**config.mk**
```make
export PLATFORM = sky130hd
export DESIGN_NAME = debouncer_multi
export DESIGN_NICKNAME = d
export VERILOG_FILES = /design/src/rtl/debouncer_multi.sv
export SDC_FILE = /design/constraint.sdc
export NUM_CORES = 1
export LEC_CHECK = 0
export ABC_AREA = 1
export CAP_MARGIN = 20
export CORE_AREA = 2 2 71 73
export CTS_CLUSTER_DIAMETER = 100
export CTS_CLUSTER_SIZE = 20
export DETAILED_ROUTE_END_ITERATION = 7
export DIE_AREA = 0 0 73 75
export PLACE_DENSITY = 0.76
export SLEW_MARGIN = 10
export SYNTH_ARGS = -nofsm -noshare
export SYNTH_HDL_FRONTEND = slang
export SYNTH_SLANG_ARGS = --single-unit
```
**constraint.sdc**
```tcl
create_clock -name clk -period 2 [get_ports clk]
set_input_delay 0.6 -clock clk [delete_from_list [all_inputs] [get_ports clk]]
set_output_delay 0.6 -clock clk [all_outputs]
set_load 0.05 [all_outputs]
```
**src/rtl/debouncer_multi.sv**
```systemverilog
// debouncer_multi
// Multi-channel switch debouncer. Each channel has a 2FF synchroniser, a
// sample register and an up/down averaging counter. A new level is committed
// after 2^N_THRESH cycles of net disagreement. Each channel has its own
// pull-up/pull-down polarity and emits one-cycle press and release pulses.
// Optional feature: define DEBOUNCER_LONGPRESS_EN to enable a per-channel
// long-press detector. It fires once after the channel has been held ON for
// 2^N_LONG - 1 cycles. Without the macro, o_long_press is tied low.
module debouncer_multi #(
  parameter int              N_CH        = 4,
  parameter int              N_THRESH    = 3,
  parameter logic [N_CH-1:0] PULLUP_MASK = '0,
  parameter int              N_LONG      = 10
) (
  input  logic            clk,
  input  logic            rstn,
  input  logic [N_CH-1:0] i_sig,
  output logic [N_CH-1:0] o_sig_debounced,
  output logic [N_CH-1:0] o_press,
  output logic [N_CH-1:0] o_release,
  output logic [N_CH-1:0] o_long_press
);

  // Counter value at which a persisting disagreement is committed.
  localparam logic [N_THRESH:0] CNT_MAX = {1'b0, {N_THRESH{1'b1}}};
  localparam logic [N_THRESH:0] CNT_ONE = {{N_THRESH{1'b0}}, 1'b1};

  for (genvar i = 0; i < N_CH; i++) begin : g_ch
    logic              meta;
    logic              sync;
    logic              sig;
    logic              deb;
    logic [N_THRESH:0] cnt;
    logic              press;
    logic              rel;
    logic              commit;
    logic              sig_on;

    // A commit happens when the sample still disagrees with the debounced
    // level and the counter has reached its threshold.
    assign commit = (sig != deb) && (cnt == CNT_MAX);
    // The level being committed is ON when it differs from the idle (pull) level.
    assign sig_on = sig ^ PULLUP_MASK[i];

    // Synchroniser and sample pipeline. These registers reset to the idle
    // level, so leaving reset never looks like an edge.
    always_ff @(posedge clk or negedge rstn) begin
      if (!rstn) begin
        meta <= PULLUP_MASK[i];
        sync <= PULLUP_MASK[i];
        sig  <= PULLUP_MASK[i];
      end else begin
        // NOTE: non-blocking assignments let each stage see the previous stage's
        // old value, so this forms a real three-flop chain rather than a wire.
        meta <= i_sig[i];
        sync <= meta;
        sig  <= sync;
      end
    end

    // Up/down averaging counter and debounced level.
    always_ff @(posedge clk or negedge rstn) begin
      if (!rstn) begin
        deb <= PULLUP_MASK[i];
        cnt <= '0;
      end else if (sig != deb) begin
        if (cnt == CNT_MAX) begin
          deb <= sig;
          cnt <= '0;
        end else begin
          cnt <= cnt + CNT_ONE;
        end
      end else if (cnt != '0) begin
        cnt <= cnt - CNT_ONE;
      end
    end

    // Press/release event pulses, raised on the same edge that deb changes.
    always_ff @(posedge clk or negedge rstn) begin
      if (!rstn) begin
        press <= 1'b0;
        rel   <= 1'b0;
      end else begin
        press <= commit && sig_on;
        rel   <= commit && !sig_on;
      end
    end

    assign o_sig_debounced[i] = deb;
    assign o_press[i]         = press;
    assign o_release[i]       = rel;

`ifdef DEBOUNCER_LONGPRESS_EN
    localparam logic [N_LONG-1:0] HCNT_MAX = {N_LONG{1'b1}};
    localparam logic [N_LONG-1:0] HCNT_ONE = {{(N_LONG-1){1'b0}}, 1'b1};
    localparam logic [N_LONG-1:0] HCNT_ARM = HCNT_MAX - HCNT_ONE;

    logic [N_LONG-1:0] hcnt;
    logic              long_press;
    logic              deb_on;

    assign deb_on = deb ^ PULLUP_MASK[i];

    // Hold counter. It saturates at its maximum, so each press gives exactly
    // one long-press pulse. Releasing clears it and re-arms the detector.
    always_ff @(posedge clk or negedge rstn) begin
      if (!rstn) begin
        hcnt       <= '0;
        long_press <= 1'b0;
      end else begin
        long_press <= deb_on && (hcnt == HCNT_ARM);
        if (!deb_on) begin
          hcnt <= '0;
        end else if (hcnt != HCNT_MAX) begin
          hcnt <= hcnt + HCNT_ONE;
        end
      end
    end

    assign o_long_press[i] = long_press;
`else
    assign o_long_press[i] = 1'b0;
`endif
  end

endmodule

```
# Yosys cells after proc, flatten, opt, wreduce, memory -nomap -nowiden
# Index checks and enable logic that the tools add are counted.
# W data, S select, Z words.
dict set report word_totals {
  inputBits 6
  output_inout_bits 16
  word_cells 84
  ff_bits 40
}
dict set report op_classes {
  add_sub_neg 8
  eq_ne 8
  n_mux 12
  reduce_logical 28
}
# op count
set op_table {}
lappend op_table {{$mux W4} 12}
lappend op_table {{$add A4 B1 Y4 const B} 4}
lappend op_table {{$eq A4 B3 Y1 const B} 4}
lappend op_table {{$reduce_bool A4 Y1} 4}
lappend op_table {{$sub A4 B1 Y4 const B} 4}
lappend op_table {{$logic_and A1 B1 Y1} 12}
lappend op_table {{$reduce_and A2 Y1} 4}
lappend op_table {{$reduce_bool A2 Y1} 4}
lappend op_table {{$logic_not A1 Y1} 4}
lappend op_table {{$ne A1 B1 Y1} 4}

# Depth between registers and ports, before layout
# Gate-level depths: netlist (run 1).
dict set report depth {
  depth_word 3
  depth_mapped 7
  mapped_depth_nobuf 7
}

# Worst setup path after synthesis (run 1)
# Ideal clock, no wire load.
dict set report synth_timing {
  path_kind {reg-to-output}
  startpoint {reg g_ch[0].deb}
  endpoint {out o_sig_debounced[0]}
  t_required_ps 1400
  slack_ps 850
  arrival_time_ps 550
  path_stages_with_launch 2
  n_path_buf 1
  path_cell_list {dfrtp_1 -> buf_4}
}
# element line
set synth_lines {}
lappend synth_lines {{from (decl)} 32} ;# logic deb;
lappend synth_lines {{from (signal assigned)} 64} ;# deb <= PULLUP_MASK[i];
lappend synth_lines {{from (signal assigned)} 68} ;# deb <= sig;
lappend synth_lines {{to (decl)} 18} ;# output logic [N_CH-1:0] o_sig_debounced,
# No word-level cell between the ends.

# Final worst setup path (run 1)
dict set report layout_timing {
  startpoint {reg g_ch[1].deb}
  endpoint {out o_sig_debounced[1]}
}
# element line
set layout_lines {}
lappend layout_lines {{from (decl)} 32}
lappend layout_lines {{from (signal assigned)} 64}
lappend layout_lines {{from (signal assigned)} 68}
# No word-level cell between the ends.

==> results by group, run 1 <==
Floorplanning
  – Core area: 0.00466 mm^2
  – Die Wd: between 70 and 80 um
  – Die area: 0.00548 mm^2
  – IO Pins: 22
  – Number of core rows: 25
  – Starting density of the core: 0.473
  – Die height: between 70 and 80 um

Finish
  – Most frequent cells in the layout: 46 x nand2_1, 40 x dfrtp_1, 22 x inv_1
  – Commonest non-fill, non-tap cell in the layout: nand2_1
  – Total Nets Final: around 270
  – Area grow syn2layout: 7.32%
  – Fillcell total: around 440
  – Share of cells above drive strength 1: 0.234
  – Diodes inserted: 0

Drt
  – DR vias/cell: ~4.8
  – Residual DRC: 0
  – Post-route ant nets: 0
  – DR pass1 iterations: 4
  – Post-Route WL: about 3300 um
  – Wire length per cell: approximately 11 um
  – DR vias: around 1,500
  – DR iter-0 viols: 85

Run status
  – Status: finished, final reports clean

Timing
  – Final setup vio count: 0
  – Worst Clk Skew: ~0.010 ns
  – Final Cycle Share: 0.741
  – Setup TNS: 0 ns
  – Final WS setup: ~0.52 ns
  – Min cycle time layout: between 1 and 1.5 ns
  – Fmax: 675 MHz
  – RSZ-0062 raised after global routing: false
  – Final hold vios: 0
  – Max-slew violation count: 0

Worst setup path
  – CP startpoint kind: flop
  – Worst Setup End Kind: primary output
  – Highest-delay cell along the critical path: dfrtp_1
  – Critical-path cell list: buf_4
  – Crit path max-delay family: flip-flops
  – Critical Path RT: roughly 1.4 ns
  – Critical path class: flop to primary output
  – CP peak stage delay: roughly 0.4 ns
  – CP Buf/Inv Count: 1
  – Worst R2R Start: g_ch[3].cnt[0]$_DFFE_PN0P_
  – Crit path max fanout: 3
  – Worst Setup SP: g_ch[1].deb$_DFFE_PN0P_
  – Worst Path Arrival: just under 0.9 ns

GRT
  – Grt ovf: 0
  – Total GRT Usage: 0.139
  – Vias in the first global route: 1,424
  – Global-route wire length before repair: 5920 um
  – Initial antenna violation count: 0
  – Largest net degree at the start of global routing: 22

Logic synthesis
  – Syn Inst Count: around 240
  – Mapped cell area: 0.00221 mm^2
  – Synth Warn #: 0
  – Synth unique cells: 20
  – Synth Register Bits: 40
  – Post-synthesis average cell area: between 9 and 10 um^2
  – Share of the yosys chip area belonging to registers: 0.454

Pwr
  – Clock power frac: 0.151
  – Sw Share: 0.463
  – Combinational power share: 0.472
  – Internal Pwr Total: approximately 0.0020 W
  – Net Switching: about 0.0017 W
  – Leak: 1.21 nW
  – Reg power frac: 0.378
  – VDD IR max: 552 uV
  – Pwr per Cell Area: 1550 mW/mm^2

Place
  – Port buffer count: 17
  – Post-DP HPWL: between 2000 and 2500 um
  – Placer Congestion: about 0.78
  – Post-Place Setup Slack: approximately 0.73 ns

Clock tree
  – Sink Count: 40
  – Clk root buf: clkbuf_8
  – CTS Buf Count: 5
  – Hold-fix buffers at CTS: 0
  – Number of H-tree levels: 2
  – Resize count post-CTS: 0
  – Clock transition at the registers of the reported paths: 0.08 ns
  – Max clock buf depth: 2
  – Setup Buffers After CTS: 0
  – Worst-Skew Late Latency: slightly below 0.3 ns
  – CTS tree: done

Run
  – Max-Cap Viols: 0

Hold path
  – Worst Hold Class: primary input to asynchronous set/reset pin
power groups by stage:
| stage | Sequential, W | Clock, W | Combinational [W] |
|---|---|---|---|
| after global routing | 0.00144 | 0.000594 | 0.00198 |
| after global placement | 0.00139 | 0 | 0.00169 |
| final | 0.00139 | 0.000554 | 0.00173 |
| after CTS | 0.00139 | 0.000575 | 0.00175 |
| after floorplan | 0.00126 | 0 | 0.00167 |
| after detailed placement | 0.00140 | 0 | 0.00174 |
per-layer routing:
layer / wire length, um / vias up / global-route usage / part of all wire
met5: 0 / - / 0 / 0
met4: 42 / 0 / 0.0597 / 0.013
met3: 105 / 5 / 0.0281 / 0.032
met2: 1680 / 28 / 0.246 / 0.51
met1: 1460 / 684 / 0.164 / 0.44
li1: - / 744 / - / -
cell usage after synthesis:
library cell	instances	area share
a21oi_1	12	0.027
a21oi_2	2	0.0079
buf_4	16	0.054
buf_6	4	0.020
conb_1	1	0.0017
dfrtp_1	40	0.45
ha_1	12	0.068
inv_1	22	0.037
inv_4	4	0.011
nand2_1	46	0.078
nand2_2	8	0.023
nand2_4	6	0.031
nand3_1	16	0.036
nand4_1	4	0.011
nor2_1	12	0.020
nor2_2	8	0.023
nor2_4	8	0.041
o21ai_0	4	0.0091
o21ai_1	6	0.014
xor2_1	8	0.032
kinds of logic after synthesis:
logic type,share of synthesized area
AO/OA/AOI/OAI,0.0579
XOR/XNOR,0.0318
adder cells (fa/ha/maj),0.0681
buffers and inverters,0.124
flip-flops,0.454
other,0.00170
AND/OR/NAND/NOR,0.263
worst paths after layout:
check / to / slack, ns / cells past startpoint
setup / recovery: o_sig_debounced[1] / 0.52 / 1
hold / removal: g_ch[0].press$_DFF_PN0_ / 0.26 / 1
setup reg to reg: g_ch[3].cnt[1]$_DFFE_PN0P_ / 0.74 / 7
hold reg to reg: g_ch[1].sync$_DFF_PN0_ / 0.34 / 0
max in group asynchronous: g_ch[3].sig$_DFF_PN0_ / 1.26 / 2
min in group clk: g_ch[1].sync$_DFF_PN0_ / 0.34 / 0
registers in the layout, summed over array words and instances, names as in the netlist:
signal,cells
g_ch.meta,4
g_ch.cnt,16
g_ch.press,4
g_ch.deb,4
g_ch.rel,4
g_ch.sync,4
g_ch.sig,4
metrics by stage:
step	hold WS, ns	power (W)	area (um^2)	instances	utilization
after detailed placement	0.335	0.00314	2270	294	0.488
after CTS	0.269	0.00371	2370	302	0.508
after floorplan	0.304	0.00293	2220	242	-
final	0.259	0.00368	2370	302	0.508
after global routing	0.289	0.00402	2370	302	0.508
after global placement	0.332	0.00308	2270	294	0.488
final cells by class:
| class | count | area (um^2) | area share |
|---|---|---|---|
| sequential | 40 | 1000 | 0.423 |
| timing repair buffer | 18 | 155 | 0.0655 |
| clock inverter | 2 | 10.0 | 0.00423 |
| clock buffer | 6 | 82.6 | 0.0349 |
| tap | 54 | 67.6 | 0.0285 |
| multi-input combinational | 156 | 943 | 0.399 |
| inverter | 26 | 108 | 0.0455 |
No activity file was read; power rests on OpenSTA's default activity.
==> run 2, diff against run 1 <==
- clock period: 2 -> 1.5 ns (I/O delays scaled with it)
==> results by group, run 2 (synthesis gave the netlist of run 1 again) <==
Clock tree
  – Clk root buf: clkbuf_8 (unchanged)
  – CTS tree: done (unchanged)
  – Clock transition at the registers of the reported paths: 0.07 ns (was 0.08 ns)
  – Number of H-tree levels: 2 (unchanged)
  – Sink Count: 40 (unchanged)
  – Max clock buf depth: 2 (unchanged)
  – Hold-fix buffers at CTS: 0 (unchanged)
  – Worst-Skew Late Latency: 0.28 ns (was 0.29 ns)
  – Resize count post-CTS: 0 (unchanged)
  – Setup Buffers After CTS: 0 (unchanged)
  – CTS Buf Count: 5 (unchanged)

GRT
  – Global-route wire length before repair: 5550 um (was 5920 um)
  – Total GRT Usage: 0.132 (was 0.139)
  – Initial antenna violation count: 0 (unchanged)
  – Vias in the first global route: 1,335 (was 1,424)
  – Grt ovf: 0 (unchanged)
  – Largest net degree at the start of global routing: 41 (was 22)

Worst setup path
  – Critical path class: flop to primary output (unchanged)
  – Worst Path Arrival: 0.89 ns (was 0.88 ns)
  – Worst Setup End Kind: primary output (unchanged)
  – Crit path max fanout: 3 (unchanged)
  – Crit path max-delay family: flip-flops (unchanged)
  – CP startpoint kind: flop (unchanged)
  – Crit Reg-Reg Endpoint: g_ch[1].cnt[1]$_DFFE_PN0P_ (was g_ch[3].cnt[1]$_DFFE_PN0P_)
  – Reg2Reg Setup Slack: 0.25 ns (was 0.74 ns)
  – CP peak stage delay: 0.43 ns (was 0.40 ns)
  – CP Buf/Inv Count: 1 (unchanged)
  – Worst R2R Start: g_ch[1].cnt[0]$_DFFE_PN0P_ (was g_ch[3].cnt[0]$_DFFE_PN0P_)
  – Highest-delay cell along the critical path: dfrtp_1 (unchanged)
  – Critical Path RT: 1.05 ns (was 1.40 ns)
  – Worst Reg-to-Reg Cells: 7 (unchanged)
  – Critical-path cell list: buf_12 (was buf_4)
  – Worst Setup SP: g_ch[1].deb$_DFFE_PN0P_ (unchanged)

Finish
  – Area grow syn2layout: 14.0% (was 7.32%)
  – Max FFs per register: 16 (unchanged)
  – Largest reg by FF count: g_ch.cnt (unchanged)
  – Diodes inserted: 0 (unchanged)
  – Most frequent cells in the layout: 46 x nand2_1, 40 x dfrtp_1, 22 x inv_1 (unchanged)
  – Commonest non-fill, non-tap cell in the layout: nand2_1 (unchanged)
  – Total Nets Final: 265 (unchanged)
  – Final core utilization: 0.540 (was 0.508)
  – Share of cells above drive strength 1: 0.226 (was 0.234)

Timing
  – Final WS setup: 0.163 ns (was 0.518 ns)
  – Max-slew violation count: 0 (unchanged)
  – Fmax: ~750 MHz
  – Final hold vios: 0 (unchanged)
  – Final Cycle Share: 0.891
  – Worst Clk Skew: 0.00523 ns (was 0.0103 ns)
  – Final setup vio count: 0 (unchanged)
  – Min cycle time layout: 1.34 ns
  – RSZ-0062 raised after global routing: false (unchanged)
  – Setup TNS: 0 ns (unchanged)
  – Hold_ws: 0.125 ns (was 0.259 ns)

Place
  – Port buffer count: 17 (unchanged)
  – Placer Congestion: 0.866 (was 0.779)
  – Post-Place Setup Slack: 0.255 ns (was 0.731 ns)
  – Post-DP HPWL: 2350 um (was 2480 um)

Run status
  – Status: finished, final reports clean (unchanged)

Run
  – Max-Cap Viols: 0 (unchanged)

Floorplanning
  – Number of core rows: 25 (unchanged)
  – Core area: 0.00466 mm^2 (unchanged)
  – Starting density of the core: 0.473 (unchanged)
  – Die height: 75 um (unchanged)
  – Die area: 0.00548 mm^2 (unchanged)
  – IO Pins: 22 (unchanged)
  – Die Wd: 73 um (unchanged)

Drt
  – DR iter-0 viols: 62 (was 85)
  – DR vias/cell: 4.99 (was 4.84)
  – Post-route ant nets: 0 (unchanged)
  – DR vias: 1,507 (was 1,461)
  – DR pass1 iterations: 5 (was 4)
  – Post-Route WL: 3210 um (was 3290 um)
  – Residual DRC: 0 (unchanged)
  – Wire length per cell: 10.6 um (was 10.9 um)

Hold path
  – Worst Hold Class: primary input to asynchronous set/reset pin (unchanged)

Pwr
  – Pwr per Cell Area: 2020 mW/mm^2 (was 1550 mW/mm^2)
  – VDD IR max: 932 uV (was 552 uV)
  – Design Power: 0.00508 W (was 0.00368 W)
  – Leak: 1.25 nW (was 1.21 nW)
[run 2: through the flow]
stage	instances	instance area, um^2
after detailed placement	294	2420
final	302	2510
after CTS	302	2510
after global routing	302	2510
after global placement	294	2420
after floorplan	242	2220
[run 2: cell type report]
class | count | area [um^2]
Fill cell | 402 | 2150
Sequential cell | 40 | 1000
Multi-Input combinational cell | 156 | 943
Timing Repair Buffer | 18 | 305
Inverter | 26 | 108
Clock buffer | 8 | 90.1
Tap cell | 54 | 67.6
[run 2: worst max-delay path by stage]
stage                                            end  cells after the start
final                             o_sig_debounced[1]                      1
after detailed placement  g_ch[1].cnt[1]$_DFFE_PN0P_                      7
after global routing      g_ch[2].cnt[1]$_DFFE_PN0P_                      5
after floorplan           g_ch[1].cnt[3]$_DFFE_PN0P_                      6
after global placement    g_ch[1].cnt[1]$_DFFE_PN0P_                      7
after CTS                         o_sig_debounced[3]                      1
[run 2: where the power goes]
group          leakage, nW  internal (W)  switching, W
Clock               0.0455      0.000375      0.000333
Sequential           0.491       0.00139      0.000503
Combinational        0.712       0.00105       0.00143
Total                 1.25       0.00281       0.00227
[run 2: metal layers]
metal,track usage,up-vias,wire length (um)
met5,0,-,0
met4,0.0370,0,35
met3,0.0442,4,143
met2,0.234,42,1670
met1,0.152,723,1360
li1,-,738,-
==> RTL change: new RTL, settings of run 2 <==
Change the parameter `N_THRESH` from 3 to 5.
--- a/src/rtl/debouncer_multi.sv
+++ b/src/rtl/debouncer_multi.sv
@@ -10,3 +10,3 @@
   parameter int              N_CH        = 4,
-  parameter int              N_THRESH    = 3,
+  parameter int              N_THRESH    = 5,
   parameter logic [N_CH-1:0] PULLUP_MASK = '0,
Function: same outputs for any inputs over 10 cycles, from zero or initial values and one cycle with rstn low; that may be too few to reach the edited logic, so the function may still have changed.
==> RTL change against run 2 <==
Synthesized cell count grew 41%; largest power group unchanged; setup slack lost 0.030 ns; sequential cell count grew 8; critical endpoint is now g_ch[1].cnt[0]; wire length grew 44%; synthesized area grew 23%; final area grew 21%; die area is the same; total power grew 19%; non-clock buffer count grew 4; sequential share of layout area shrank 0.47 points; largest cell class is now multi-input gates.
==> RTL change: results (changes against run 2) <==
ff2ff_path_depth: 6  # -1
wl_met1_um: 2110  # +56%
synthTopCellsByArea: "dfrtp_1 44%, nand2_1 10%, nand3_1 7.0%"
powerComb_mw: 2.94  # +19%
grtUsageTotal: 0.189  # +0.0571
crit_slowest_cell: "dfrtp_1"
postLayoutCellArea_um2: 3050  # +21%
cp_slowest_stage_delay_ns: 0.45  # +0.02 ns
wl_um: 4620  # +44%
nNetsFinal: 366  # +38%
crit_arrival_ns: 1.56  # +0.67 ns
synth_cells: 336  # +41%
largest-register: "g_ch.cnt"
worstSkewPairLatency_ns: 0.31  # +0.03 ns
worstPathMaxFanout: 6  # +3
largest_reg_flops: 24  # +8
ir_drop_mv: 1.36  # +46%
wl_met3_um: 200  # +40%
r2r_slack_ns: 0.13  # -0.12 ns
p_switching_mw: 2.74  # +21%
hpwl_um: 3320  # +42%
grt_util_met2: 0.318  # +0.0841
cts_inserted_buffers: 5  # unchanged
place.gp.congestion: 0.862  # -0.47%
dp_slack_ns: 0.156  # -0.0992 ns
drt-initial-drc-count: 170  # +170%
ys_seq_area_frac: 0.443  # -0.0110
p_leak_nw: 1.58  # +27%
critPathCapture: "g_ch[1].cnt[0]"
fin_cells: 403  # +33%
top_layer: "met4"
gr-usage-met3: 0.0562  # +0.0120
cpLargestDelayFamily: "simple AND/OR/NAND/NOR gates"
r2r_end: "g_ch[1].cnt[0]"
grt_pass1_wl_um: 7850  # +41%
wl_met2_um: 2220  # +33%
ys_types: 22  # +10%
synth_commonest_cells: "74 x nand2_1, 48 x dfrtp_1, 38 x inv_1, 38 x nand3_1, 37 x nor2_1"
finalCritPeriodShare: 0.911  # +0.0201
met1_usage: 0.231  # +0.0794
placed_cell_area_um2: 2960  # +22%
fin_skew_ns: 0.00830  # +0.00308 ns
fillCellCount: 364  # -9.5%
fin_hold_ws_ns: 0.0996  # -0.0257 ns
seqPwrFrac: 0.380  # +0.007
avgViaCountPerCell: 5.16  # +3.5%
p_sw_frac: 0.454  # +0.00767
firstDrtPassIters: 4  # -1
grt_max_degree: 49  # +20%
status: "completed"
r2r-start: "g_ch[1].cnt[1]"
synthArstFlopShare: 1.00  # unchanged
final_layout_size_suffix_gt1_frac: 0.123  # -0.103
grt_antenna_before_repair: 0  # unchanged
yosysWarnings: 0  # unchanged
grt_pass1_vias: 1857  # +39%
-- RTL change: cell type report --
class                   count  area share
clock buffers               8      0.0295
inverters                  41      0.0504
multi-input cells         230       0.395
flip-flops and latches     48       0.393
well taps                  54      0.0221
repair buffers             22       0.110
-- RTL change: worst reg2reg max path, delay by kind of cell (launching register included) --
family          cells  cell delay (ns)
compound gates      1             0.08
flops               1             0.45
fa+ha+maj           1             0.25
simple gates        4             0.48
-- RTL change: logic make-up after synthesis --
logic type,count (synthesis),synth area share
compound gates,32,0.0664
flops,48,0.443
xor+xnor,8,0.0258
other cells,1,0.00138
fa+ha+maj,12,0.0553
buf+inv,61,0.118
simple gates,174,0.291
-- RTL change: repair_timing --
action	4_1_cts	5_1_grt
resized for setup	0	1
setup buffers	0	0
endpoints found under the setup margin	0	1
